`config.mk`:
```
export PLATFORM = sky130hd
export DESIGN_NAME = mac_seq
export DESIGN_NICKNAME = d
export VERILOG_FILES = /design/src/rtl/mac_pkg.sv /design/src/rtl/mac_seq_cnt.sv /design/src/rtl/mac_seq.sv
export SDC_FILE = /design/constraint.sdc
export NUM_CORES = 1
export LEC_CHECK = 0
export ABC_AREA = 1
export CORE_MARGIN = 1
export CORE_UTILIZATION = 58
export CTS_CLUSTER_SIZE = 24
export DETAILED_ROUTE_END_ITERATION = 6
export GPL_ROUTABILITY_DRIVEN = 0
export GPL_TIMING_DRIVEN = 0
export PLACE_DENSITY = 0.84
export SYNTH_ARGS = -nofsm -noshare
export SYNTH_HDL_FRONTEND = slang
export SYNTH_SLANG_ARGS = --single-unit
```
`constraint.sdc`:
```
create_clock -name clk -period 2.8 [get_ports clk]
set_input_delay 0.42 -clock clk [delete_from_list [all_inputs] [get_ports clk]]
set_output_delay 0.42 -clock clk [all_outputs]
set_load 0.02 [all_outputs]
```
`src/rtl/mac_pkg.sv`:
```
// Shared definitions for the MAC datapath: sizing defaults, bubble address and
// the sequencer state encoding.
package mac_pkg;
  localparam int N_OUT     = 100;
  localparam int N_IN      = 16;
  localparam int PIPE_LAT  = 6;
  localparam int IDLE_ADDR = 127;

  typedef enum logic [2:0] {
    ST_IDLE  = 3'd0,
    ST_CLEAR = 3'd1,
    ST_RUN   = 3'd2,
    ST_DRAIN = 3'd3,
    ST_DONE  = 3'd4
  } mac_state_t;
endpackage

```
`src/rtl/mac_seq_cnt.sv`:
```
// Nested sample/neuron counter (j outer, k inner) with a running weight
// address so the flat index j*N_OUT+k never needs a multiplier.
module mac_seq_cnt #(
  parameter int N_OUT   = 100,
  parameter int N_IN    = 16,
  parameter int ADDR_W  = 7,
  parameter int WADDR_W = 11
) (
  input  logic               clk,
  input  logic               reset,
  input  logic               clr,
  input  logic               en,
  output logic [3:0]         j,
  output logic [ADDR_W-1:0]  k,
  output logic [WADDR_W-1:0] w,
  output logic               k_last,
  output logic               j_last
);
  assign k_last = (k == ADDR_W'(N_OUT - 1));
  assign j_last = (j == 4'(N_IN - 1));

  always_ff @(posedge clk) begin
    if (reset || clr) begin
      j <= '0;
      k <= '0;
      w <= '0;
    end else if (en) begin
      w <= (k_last && j_last) ? '0 : w + WADDR_W'(1);
      if (k_last) begin
        k <= '0;
        j <= j_last ? 4'd0 : j + 4'd1;
      end else begin
        k <= k + ADDR_W'(1);
      end
    end
  end
endmodule

```
`src/rtl/mac_seq.sv`:
```
// MAC sequencer: zero the psum region, stream every (sample, neuron) pair into
// the MAC with bubbles on stall, drain the pipeline, then pulse done.
module mac_seq #(
  parameter int N_OUT     = mac_pkg::N_OUT,
  parameter int N_IN      = mac_pkg::N_IN,
  parameter int ADDR_W    = 7,
  parameter int PIPE_LAT  = mac_pkg::PIPE_LAT,
  parameter int IDLE_ADDR = mac_pkg::IDLE_ADDR,
  parameter int WADDR_W   = 11
) (
  input  logic               clk,
  input  logic               reset,
  input  logic               go,
  input  logic               stall,
  output logic               busy,
  output logic               done,
  output logic               mac_start,
  output logic [ADDR_W-1:0]  mac_addr,
  output logic [3:0]         in_idx,
  output logic [WADDR_W-1:0] wt_addr,
  output logic               clr_we,
  output logic [ADDR_W-1:0]  clr_addr
);
  import mac_pkg::*;

  localparam int DCNT_W = $clog2(PIPE_LAT + 1);

  mac_state_t          state;
  logic [DCNT_W-1:0]   drain_cnt;
  logic [3:0]          j;
  logic [ADDR_W-1:0]   k;
  logic [WADDR_W-1:0]  w;
  logic                k_last;
  logic                j_last;
  logic                issue;

  assign issue = (state == ST_RUN) && !stall;

  mac_seq_cnt #(
    .N_OUT   (N_OUT),
    .N_IN    (N_IN),
    .ADDR_W  (ADDR_W),
    .WADDR_W (WADDR_W)
  ) u_cnt (
    .clk    (clk),
    .reset  (reset),
    .clr    (state == ST_IDLE),
    .en     (issue),
    .j      (j),
    .k      (k),
    .w      (w),
    .k_last (k_last),
    .j_last (j_last)
  );

  always_ff @(posedge clk) begin
    if (reset) begin
      state     <= ST_IDLE;
      drain_cnt <= '0;
      busy      <= 1'b0;
      done      <= 1'b0;
      mac_start <= 1'b0;
      mac_addr  <= ADDR_W'(IDLE_ADDR);
      in_idx    <= '0;
      wt_addr   <= '0;
      clr_we    <= 1'b0;
      clr_addr  <= '0;
    end else begin
      done      <= 1'b0;
      mac_start <= 1'b0;
      mac_addr  <= ADDR_W'(IDLE_ADDR);
      case (state)
        ST_IDLE: begin
          if (go) begin
            state    <= ST_CLEAR;
            busy     <= 1'b1;
            clr_we   <= 1'b1;
            clr_addr <= '0;
          end
        end
        ST_CLEAR: begin
          if (clr_addr == ADDR_W'(N_OUT - 1)) begin
            clr_we <= 1'b0;
            state  <= ST_RUN;
          end else begin
            clr_addr <= clr_addr + ADDR_W'(1);
          end
        end
        ST_RUN: begin
          // Stalled cycles fall through with the bubble defaults; select lines hold.
          if (!stall) begin
            mac_addr  <= k;
            in_idx    <= j;
            wt_addr   <= w;
            mac_start <= (j == 4'd0) && (k == '0);
            if (j_last && k_last) begin
              state     <= ST_DRAIN;
              drain_cnt <= DCNT_W'(PIPE_LAT);
            end
          end
        end
        ST_DRAIN: begin
          if (drain_cnt == '0) begin
            state <= ST_DONE;
            done  <= 1'b1;
            busy  <= 1'b0;
          end else begin
            drain_cnt <= drain_cnt - DCNT_W'(1);
          end
        end
        ST_DONE: state <= ST_IDLE;
        default: state <= ST_IDLE;
      endcase
    end
  end
endmodule

```
==> Word-level counts from Yosys, hierarchy flattened <==
Cells that the tools add are included.
{ "op_classes": {"addsub": 5, "n_eq_ne": 13, "muxes": 22, "n_bitwise": 3, "n_reduce_logical": 21} }
{ "op_table": {"columns": ["op", "n"], "rows": [
  ["$mux 3", 8],
  ["$mux 7", 3],
  ["$add 7x1->7 const B", 2],
  ["$eq 7x7->1 const B", 2],
  ["$pmux 7 s2", 1],
  ["$ne 2x2->1 const B", 6],
  ["$pmux 3 s4", 1],
  ["$add 11x1->11 const B", 1],
  ["$mux 11", 1],
  ["$reduce_and 3->1", 3],
  ["$logic_not 7->1", 1],
  ["$eq 3x2->1 const B", 2],
  ["$logic_not 3->1", 2],
  ["$pmux 3 s2", 1],
  ["$reduce_bool 2->1", 3],
  ["$reduce_and 5->1", 1],
  ["$add 4x1->4 const B", 1],
  ["$eq 4x4->1 const B", 1],
  ["$logic_not 4->1", 1],
  ["$mux 1", 4],
  ["$mux 4", 1],
  ["$pmux 1 s2", 2],
  ["$reduce_and 2->1", 2],
  ["$reduce_and 4->1", 1],
  ["9 further kinds", 13]
]} }
{ "totals": {"ff_bits": 61, "in_bits": 4, "output_inout_bits": 33, "elab_cells": 77} }

==> Longest topological paths before layout <==
Gate-level depths: netlist (run 1).
{ "logic_depth": {"depth_word": 5, "depth_mapped": 10, "ltp_nobuf": 10} }

==> Cells and area by module <==
A second synthesis (run 1) with hierarchy kept.
{ "hier_totals": {"cells_unflattened": 362, "area_unflattened_um2": 2846.5} }
{ "by_module_without_submodules": {"columns": ["mod", "n_inst", "cells_each", "area_each_um2", "seq_area_each_um2"], "rows": [
  ["mac_seq", 1, 224, 1726.7, 780.7],
  ["mac_seq_cnt", 1, 138, 1119.8, 440.4]
]} }

==> Worst setup path after synthesis (run 1) <==
OpenSTA, ideal clock, no wires.
{ "synth_timing": {"path_kind": "flip-flop to flip-flop", "startpoint": "reg clr_addr[0]", "endpoint": "reg clr_addr[4]", "setup_ns": 0.071, "arrival_ns": 1.418, "required_ns": 2.729, "setup_slack_ns": 1.311, "stages_incl_launch_ff": 10, "path_buffers": 0, "synth_period_minus_slack_ns": 1.489, "cell_sequence": "dfxtp_1 > ha_1 > nand2_1 > inv_1 > nand3_1 > nand2_1 > nand2_1 > inv_1 > nand2_1 > a21oi_1"} }
{ "synth_between": {"elab_chain_cells": 3, "word_cells_on_any_way": 6, "classes_between": "1 x add/sub; 2 x eq/ne; 2 x mux; 1 x reduce/logical"} }
{ "synth_rtl": {"columns": ["element", "line_no", "rtl"], "rows": [
  ["start: declaration", "mac_seq.sv:22", "output logic [ADDR_W-1:0] clr_addr"],
  ["start signal: assignment", "mac_seq.sv:86", "clr_addr <= clr_addr + ADDR_W'(1);"],
  ["$add 7x1->7 / $eq 7x7->1 (equally long branches)", "mac_seq.sv:86, mac_seq.sv:82", null],
  ["$mux 7 / $ne 2x2->1 (equally long branches)", null, null],
  ["$pmux 7 s2 / $reduce_and 3->1 (equally long branches)", null, null]
]} }
Several ways; a longest one is shown, not always the timed one. The select of a mux whose other input is x is not followed.
A chain may end at the register's enable or synchronous reset.

==> Final worst setup path (run 1) <==
{ "layout_timing": {"startpoint": "reg clr_addr[2]", "endpoint": "out clr_addr[2]"} }
No word-level cell between the ends.

==> results of run 1 <==
layer usage:
layer  routed length (um)  global-route usage  vias up  share of wire
met5                    0                   0        -              0
met4                  104               0.107        0          0.018
met3                  283              0.0683       10          0.049
met2                 2700               0.416       72           0.46
met1                 2720               0.338     1106           0.47
li1                     -                   -     1237              -
metrics by stage:
step	power [mW]	utilization	instances	setup slack (ps)	cell area, um2
final	2.40	0.745	465	965	3240
after floorplan	1.48	-	361	1310	2640
after detailed placement	1.70	0.704	449	785	3060
after global placement	1.69	0.704	449	769	3060
after global routing	2.54	0.745	465	884	3240
after CTS	2.40	0.745	465	962	3240
Yosys cell counts:
library cell,n,share of area
o21a_1,1,0.0028
nor3_1,4,0.0076
clkbuf_1,2,0.0028
nand3b_1,1,0.0028
buf_2,2,0.0038
nand2_2,3,0.0071
xor2_1,6,0.020
nor3b_1,1,0.0028
o21ai_1,1,0.0019
a31oi_1,1,0.0024
inv_1,45,0.064
a21oi_1,31,0.059
nor2_1,60,0.085
nor2_4,2,0.0085
dfxtp_1,61,0.46
nor3_2,1,0.0038
nor2_2,5,0.012
clkinv_1,1,0.0014
nand3_1,24,0.046
o21ai_0,16,0.030
o211ai_1,1,0.0028
nand2_1,73,0.10
ha_1,8,0.038
or2_1,1,0.0024
nand4_1,5,0.012
inv_2,2,0.0028
buf_4,2,0.0057
o21ai_4,1,0.0062
cell families after synthesis:
kind of cell	share of synthesized area
adder cells (fa/ha/maj)	0.0379
AO/OA/AOI/OAI	0.105
AND/OR/NAND/NOR	0.294
XOR/XNOR	0.0199
buffers and inverters	0.0806
flip-flops	0.463
path summary, 6_finish.rpt:
kind	to	slack [ps]	depth (start not counted)
worst max register to register	u_cnt.w[10]	1040	8
worst min-delay path	wt_addr[9]	470	2
worst max-delay path	clr_addr[2]	960	1
worst min register to register	wt_addr[9]	470	2
state kept, by name, indices dropped and copies added, names as in the netlist:
name       count
mac_addr       7
u_cnt.w       11
wt_addr       11
u_cnt.j        4
done           1
drain_cnt      3
clr_addr       7
mac_start      1
in_idx         4
u_cnt.k        7
clr_we         1
busy           1
state          3
power groups by stage:
| stage | clock network [mW] | logic (mW) | registers [mW] |
|---|---|---|---|
| after floorplan | 0 | 0.393 | 1.09 |
| after global placement | 0 | 0.659 | 1.03 |
| after detailed placement | 0 | 0.670 | 1.03 |
| after CTS | 0.707 | 0.678 | 1.01 |
| after global routing | 0.750 | 0.763 | 1.02 |
| final | 0.704 | 0.684 | 1.01 |
area by class of cell:
| type | instances | share of cell area |
|---|---|---|
| tap | 52 | 0.0201 |
| sequential | 61 | 0.377 |
| inverter | 48 | 0.0556 |
| clock buffer | 12 | 0.0479 |
| buffer | 6 | 0.0100 |
| multi-input combinational | 246 | 0.372 |
| clock inverter | 4 | 0.00695 |
| timing repair buffer | 36 | 0.111 |
==> out/metrics.yaml, run 1 <==
final_hold_viol_count: 0
synth-seq-cells: 61
path_clk_slew_ps: 70
yosys_warnings: 0
worstHoldStart: "wt_addr[9]"
die_h_um: 69.5
cp-start-kind: "flip-flop"
reg2reg_from: "u_cnt.k[0]"
clock_path_buffers: 2
htreeDepth: 3
seq_area_um2: 1220
synthesis.nets: 373
initial_core_util: 0.606
slowest_delay_ps: 640
power_frac_comb: 0.285
num_vias: 2425
cts_setup_buffers: 0
rows: 24
dr.pass1.iters: 4
cts_buffers: 9
syn_inst: 361
slew_viol_final: 0
crit_buf_inv: 1
clock-sinks: 61
cp.required_ps: 2380
crit_start: "clr_addr[2]"
grt_pass1_vias: 2220
nNetsFinal: 420
yosysUniqueCellTypes: 28
dp_hpwl_mm: 4.02
setup_viol: 0
yosysSeqAreaShare: 0.463
post_cts_resized: 0
synthesis.area_um2: 2640
slowest_stage: "clkdlybuf4s50_1"
viasPerCell: 5.22
holdWs_ps: 466
routed_wl_mm: 5.82
p_sw_mw: 0.837
path_cells: "clkdlybuf4s50_1"
period_needed_ps: 1840
p_sw_frac: 0.349
insertion_delay_ps: 340
fin_tns_setup_ps: 0
syn_avg_cell_area_um2: 7.31
status: "finished, final reports clean"
cp_top_family: "buffers and inverters"
powerDensity_nw_per_um2: 740
p_leak_nw: 1.33
path_class: "flip-flop to output port"
post-route-drc-count: 0
p_seq_frac: 0.421
drtIter0Drc: 183
worstHoldPathType: "flip-flop to flip-flop"
fin_worst_skew_ps: 3.78
mostFrequentLayoutCell: "nand2_1"
cp-end-kind: "output port"
antenna_found_initial: 0
fmax_mhz: 545
fillers: 352
hold_buffers: 0
ant_nets: 0
slew-limit-headroom: 0.647
cts-root-buf: "clkbuf_8"
drive_gt1_frac: 0.0799
grt_pass1_wl_mm: 9.96
diodes: 0
crit_arrival_ps: 1420
dieArea_um2: 4820
core_area_um2: 4350
multi_input_area_um2: 1200
final_cell_mix: "73 x nand2_1, 61 x dfxtp_1, 60 x nor2_1"
grt_max_degree: 11
rsz0062_at_grt: "no"
clockPowerShare: 0.294
post-route-period-util: 0.655
io_pins: 37
port_buffers: 36
wire_per_inst_um: 12.5
gr-total-overflow: 0
p_int_mw: 1.56
grt_usage: 0.262
drv_cap: 0
vdd_drop_max_mv: 0.567
worstPathMaxFanout: 7
worst_pin_slew_ps: 530
die_x_um: 69.5
area_growth_pct: 22.9
cts_tree: "yes"
Note: power is estimated with default switching activity, not from simulation.
==> inputs of run 2 (changes only) <==
Settings changed: CORE_UTILIZATION 58 to 54, PLACE_DENSITY 0.84 to 0.79.
Clock period 2.8 ns to 1.7 ns, I/O delays scaled along.
==> run 2 against run 1 <==
Against the previous run: first-iteration DRC count up 2.2%; combinational power grew 68%; clock power increased by 110%.
==> out/metrics.yaml, run 2 (same netlist as run 1, synthesis figures left out) <==
status: "finished, final reports clean"
core_area_um2: 4720  # +8.5%
final_cell_area_um2: 3350  # +3.4%
ant_nets: 0  # unchanged
grt_pass1_vias: 2281  # +2.7%
wire_per_inst_um: 12.5  # +0.23%
crit_start: "clr_addr[3]"
htreeDepth: 3  # unchanged
drtIter0Drc: 187  # +2.2%
cp_top_family: "buffers and inverters"
worstPathMaxFanout: 6  # -1
cp-start-kind: "flip-flop"
cts_tree: "yes"
holdWs_ps: 463  # -2.99 ps
routed_wl_mm: 6.06  # +4.1%
grt_max_degree: 11  # unchanged
dieArea_um2: 5170  # +7.2%
final_cell_mix: "72 x nand2_1, 61 x dfxtp_1, 60 x nor2_1"
placed_area_um2: 3080  # +0.61%
slowest_delay_ps: 640  # about the same
fin_worst_skew_ps: 4.68  # +0.905 ps
period_needed_ps: 1650
p_leak_nw: 1.40  # +5.2%
grt_usage: 0.254  # -0.00756
vdd_drop_max_mv: 0.650  # +15%
cts-root-buf: "clkbuf_8"
dr.pass1.iters: 4  # unchanged
fin_tns_setup_ps: 0  # unchanged
cp.required_ps: 1440  # -940 ps
port_buffers: 36  # unchanged
post-route-drc-count: 0  # unchanged
area_growth_pct: 27.0
drv_cap: 0  # unchanged
reg2reg_to: "u_cnt.w[5]"
fmax_mhz: 606
rsz0062_at_grt: "no"
cp_num_cells: 1  # unchanged
top_regs: "u_cnt.w x11, wt_addr x11"
insertion_delay_ps: 350  # about the same
final_hold_viol_count: 0  # unchanged
final_cells: 483  # +3.9%
r2r_cells: 7  # -1
antenna_found_initial: 0  # unchanged
mostFrequentLayoutCell: "nand2_1"
num_vias: 2479  # +2.2%
slew-limit-headroom: 0.628  # -0.0186
cp-endpoint: "clr_addr[3]"
initial_core_util: 0.559  # -0.0474
regToRegSetupSlack_ps: 120  # -920 ps
dp_hpwl_mm: 4.17  # +3.7%
die_x_um: 71.9  # +3.5%
viasPerCell: 5.13  # -1.6%
crit_arrival_ps: 1400  # -20 ps
reg2reg_from: "u_cnt.k[0]"
slew_viol_final: 0  # unchanged
diodes: 0  # unchanged
worst_pin_slew_ps: 557  # +27.9 ps
dp_cells: 464  # +3.3%
setup_viol: 0  # unchanged
clock_path_buffers: 2  # unchanged
gr-total-overflow: 0  # unchanged
post-route-util: 0.709  # -0.0351
path_class: "flip-flop to output port"
grt_pass1_wl_mm: 9.89  # -0.69%
clock-sinks: 61  # unchanged
path_cells: "clkdlybuf4s50_1"
powerDensity_nw_per_um2: 1280  # +72%
cts_buffers: 9  # unchanged
die_h_um: 71.9  # +3.5%
cp-end-kind: "output port"
worstHoldPathType: "flip-flop to flip-flop"
post-route-period-util: 0.971
rows: 25  # +4.2%
slowest_stage: "clkdlybuf4s50_1"
drive_gt1_frac: 0.0938  # +0.0138
crit_buf_inv: 1  # unchanged
io_pins: 37  # unchanged
path_clk_slew_ps: 70  # about the same
nNetsFinal: 423  # +0.71%
==> run 2: cell count changes in the layout (fill, tap and decap cells not counted), sizes merged <==
cell | previous run | this run
buf | 4 | 7
clkdlybuf4s50 | 36 | 35
bufinv | 0 | 2
dlymetal6s2s | 0 | 1
clkinvlp | 1 | 0
clkinv | 4 | 3
==> run 2: worst min-delay path by stage <==
stage,from,to,slack (ps),cells past startpoint
after global routing,in_idx[1],in_idx[1],490,2
after detailed placement,wt_addr[0],wt_addr[0],460,2
after floorplan,reset,clr_we,410,2
final,wt_addr[0],wt_addr[0],460,2
after global placement,clr_we,clr_we,450,1
after CTS,wt_addr[0],wt_addr[0],470,2
==> run 2: what timing repair did <==
action,in CTS,in global routing
hold buffers,0,0
endpoints found under the setup margin,5,19
gates resized for setup,1,5
pin swaps,1,1
buffers inserted,1,2
==> run 2: cell type report <==
type	count	area [um2]
clock buffer	12	155
sequential	61	1220
buffer	6	32.5
multi-input combinational	246	1220
clock inverter	4	70.1
timing repair buffer	39	385
inverter	48	180
tap	67	83.8
fill	411	1370
==> run 2: where the power goes <==
part	total, mW	switching (mW)	internal (mW)
Clock	1.46	0.561	0.901
Sequential	1.67	0.0974	1.57
Combinational	1.15	0.731	0.416
==> run 2: tightest hold or removal path: stages (launching register included) <==
cell     delay, ps
dfxtp_1        310
nand2_1         60
a21oi_1         50
==> run 2: routing by layer <==
metal  track usage  part of all wire  routed length, um
met2         0.417              0.47               2870
met1         0.311              0.47               2820
met3        0.0597             0.035                210
met4         0.135             0.024                147
met5             0                 0                  0
==> run 2: per-stage QoR <==
stage / total power [mW] / worst slack, ps
finish: 4.28 / 48.6
global route: 4.48 / 4.62
CTS: 4.27 / 9.08
detailed placement: 2.80 / -161
global placement: 2.77 / -133
floorplan: 2.44 / 211
==> inputs of run 3 (changes only) <==
Settings changed: ABC_AREA 1 to not set, CTS_CLUSTER_DIAMETER set to 60.
==> run 3 against run 2 <==
Against the previous run: the run now ends with negative setup slack left; sequential cell count unchanged; maximum frequency decreased by 8.3%; first-iteration DRC count decreased by 16%; critical endpoint is now state[0]; synthesized cell count decreased by 14%; design area increased by 4.7%; critical path type is now flip-flop to flip-flop; area after synthesis increased by 0.24%; clock power decreased by 9.6%; critical path depth increased by 3; hold slack got worse by 39 ps; sequential power decreased by 14%.
==> out/metrics.yaml, run 3 <==
multi_input_area_um2: 1410  # +15%
drv_cap: 0  # unchanged
routed_wl_mm: 6.30  # +4.1%
powerDensity_nw_per_um2: 821  # -36%
wire_per_inst_um: 14.4  # +15%
p_leak_nw: 1.24  # -11%
syn_inst: 311  # -14%
crit_buf_inv: 0  # -1
path_class: "flip-flop to flip-flop"
period_needed_ps: 1800  # +150 ps
synthesis.nets: 323  # -13%
failed_checks: "negative setup slack"
power_frac_comb: 0.040  # -0.228
yosys-top-cells-count: "61 x dfxtp_1, 53 x nand2_1, 30 x a21oi_1, 30 x nor2_1"
holdWs_ps: 424  # -38.9 ps
slew_viol_final: 0  # unchanged
yosys_most_used_dff: "dfxtp_1"
yosys_warnings: 0  # unchanged
port_buffers: 35  # -2.8%
p_sw_frac: 0.224  # -0.101
yosysTopAreaCellShare: 0.462  # -0.00109
worst_pin_slew_ps: 567  # +9.64 ps
slew-limit-headroom: 0.621  # -0.00742
reg2reg_from: "u_cnt.k[6]"
dr.pass1.iters: 4  # unchanged
cts-root-buf: "clkbuf_8"
power_mw: 2.88  # -33%
seq_area_um2: 1240  # +1.6%
status: "finished with violations"
mostFrequentLayoutCell: "nand2_1"
path_clk_slew_ps: 70  # about the same
regToRegSetupSlack_ps: -100  # -220 ps
vdd_drop_max_mv: 0.658  # +1.2%
synthesis.area_um2: 2650  # +0.24%
die_h_um: 72.0  # +0.11%
grt_pass1_wl_mm: 9.98  # +0.84%
final_cell_mix: "52 x nand2_1, 51 x dfxtp_1, 31 x clkdlybuf4s50_1"
dieArea_um2: 5180  # +0.22%
grt_usage: 0.254  # +0.000363
grt_pass1_vias: 2192  # -3.9%
min_to: "mac_addr[1]"
num_vias: 2384  # -3.8%
fin_ws_ps: -101  # -150 ps
r2r_cells: 4  # -3
io_pins: 37  # unchanged
hold_buffers: 0  # unchanged
final_cells: 438  # -9.3%
clockPowerShare: 0.459  # +0.117
fin_worst_skew_ps: 8.15  # +3.47 ps
synth_area_leader_cell: "dfxtp_1"
crit_arrival_ps: 2060  # +660 ps
die_x_um: 72.0  # +0.11%
syn_avg_cell_area_um2: 8.50  # +16%
cts_tree: "yes"
clock-sinks: 61  # unchanged
diodes: 0  # unchanged
cp-end-kind: "flip-flop"
path_cells: "nand3b_1, or3_4, or4b_4, a211oi_2"
p_seq_frac: 0.501  # +0.111
slowest_stage: "or4b_4"
cts_buffers: 9  # unchanged
yosysMostFrequentCell: "dfxtp_1"
slowest_delay_ps: 490  # -150 ps
synth_edf_count: 0  # unchanged
fin_tns_setup_ps: -154  # -154 ps
reg2reg_to: "state[0]"
drive_gt1_frac: 0.175  # +0.0815
fillers: 357  # -13%
dp_hpwl_mm: 3.89  # -6.8%
htreeDepth: 3  # unchanged
area_growth_pct: 32.6
ys_top_cells_by_area: "dfxtp_1 46%, nand2_1 7.5%, a21oi_1 5.7%, nor2_1 4.3%, ha_1 3.8%"
nNetsFinal: 378  # -11%
clock_path_buffers: 2  # unchanged
cp-start-kind: "flip-flop"
worstHoldPathType: "primary input to flip-flop"
ant_nets: 0  # unchanged
yosysUniqueCellTypes: 39  # +39%
fmax_mhz: 555  # -8.3%
worstHoldStart: "reset"
yosysSeqAreaShare: 0.462  # -0.00109
gr-total-overflow: 0  # unchanged
grt_max_degree: 11  # unchanged
setup_viol: 2  # +2
core_area_um2: 4720  # unchanged
rsz0062_at_grt: "yes"
top_regs: "u_cnt.w x11, wt_addr x11"
cp.required_ps: 1960  # +520 ps
ys_async_sr_fraction: 0  # unchanged
synth-seq-cells: 61  # unchanged
final_hold_viol_count: 0  # unchanged
cp_top_family: "simple AND/OR/NAND/NOR gates"
p_sw_mw: 0.646  # -53%
whs_path_depth: 2  # unchanged
drtIter0Drc: 158  # -16%
antenna_found_initial: 0  # unchanged
post-route-period-util: 1.06  # +0.0882
rows: 25  # unchanged
dp_cells: 413  # -11%
p_int_mw: 2.23  # -23%
insertion_delay_ps: 340  # about the same
initial_core_util: 0.560  # +0.00132
viasPerCell: 5.44  # +6.0%
worstPathMaxFanout: 5  # -1
post-route-drc-count: 0  # unchanged
==> run 3: cell count changes after synthesis, sizes merged, moves of 6 or more <==
cell / change
or3: +12
a211oi: +6
nor4: +7
inv: -39
xnor2: +10
nand2: -23
nor2: -37
o21ai: -11
nand3: -12
clkbuf: +10
==> run 3: cells by family after synthesis <==
family	Yosys count	synth area share
flops	61	0.462
compound gates	47	0.100
mux	1	0.00378
simple gates	149	0.292
xor+xnor	19	0.0629
buf+inv	26	0.0412
fa+ha+maj	8	0.0378
==> run 3: how the worst max path moves through the flow <==
stage,from,to,slack (ps),cells past startpoint
detailed placement,stall,u_cnt.w[3],-600,6
finish,u_cnt.k[6],state[0],-100,4
CTS,u_cnt.k[0],state[0],-110,5
floorplan,state[2],u_cnt.w[9],-20,6
global route,u_cnt.k[6],state[0],-150,4
global placement,stall,u_cnt.j[0],-580,6
==> run 3: area by class of cell <==
| class | count | area share |
|---|---|---|
| buffer | 14 | 0.0253 |
| clock buffer | 13 | 0.0453 |
| clock inverter | 3 | 0.0125 |
| inverter | 8 | 0.00856 |
| multi-input combinational | 224 | 0.402 |
| sequential | 61 | 0.354 |
| tap | 67 | 0.0239 |
| timing repair buffer | 48 | 0.128 |
==> run 3: worst register-to-register path: cells and delay by family, from the launching register on <==
| family | cells | cell delay [ps] |
|---|---|---|
| and+or+nand+nor | 3 | 1120 |
| AOI/OAI and AO/OA | 1 | 170 |
| DFF | 1 | 420 |
==> run 3: per-layer routing <==
layer	up-vias	share of wire	global-route usage
li1	1181	-	-
met4	0	0.016	0.142
met5	-	0	0
met1	1122	0.46	0.327
met3	10	0.040	0.0444
met2	71	0.48	0.408
==> run 3: what timing repair did <==
action / 4_1_cts / 5_1_grt
endpoints found under the hold margin: 0 / 0
buffers inserted: 12 / 1
pin swaps: 8 / 3
gates resized for setup: 27 / 17
setup endpoints to repair: 44 / 25
==> run 3: power by group through the flow <==
stage	clock (mW)	sequential, mW	combinational [mW]
after floorplan	0	1.48	0.0576
after global placement	0	1.48	0.105
after detailed placement	0	1.48	0.106
after CTS	1.33	1.44	0.110
after global routing	1.40	1.44	0.122
final	1.32	1.44	0.114
==> run 3: through the flow <==
step	cell area (um2)	setup slack, ps	utilization
after floorplan	2680	-24.7	-
after global placement	3120	-583	0.660
after detailed placement	3120	-604	0.660
after CTS	3450	-106	0.730
after global routing	3510	-147	0.743
final	3510	-101	0.743
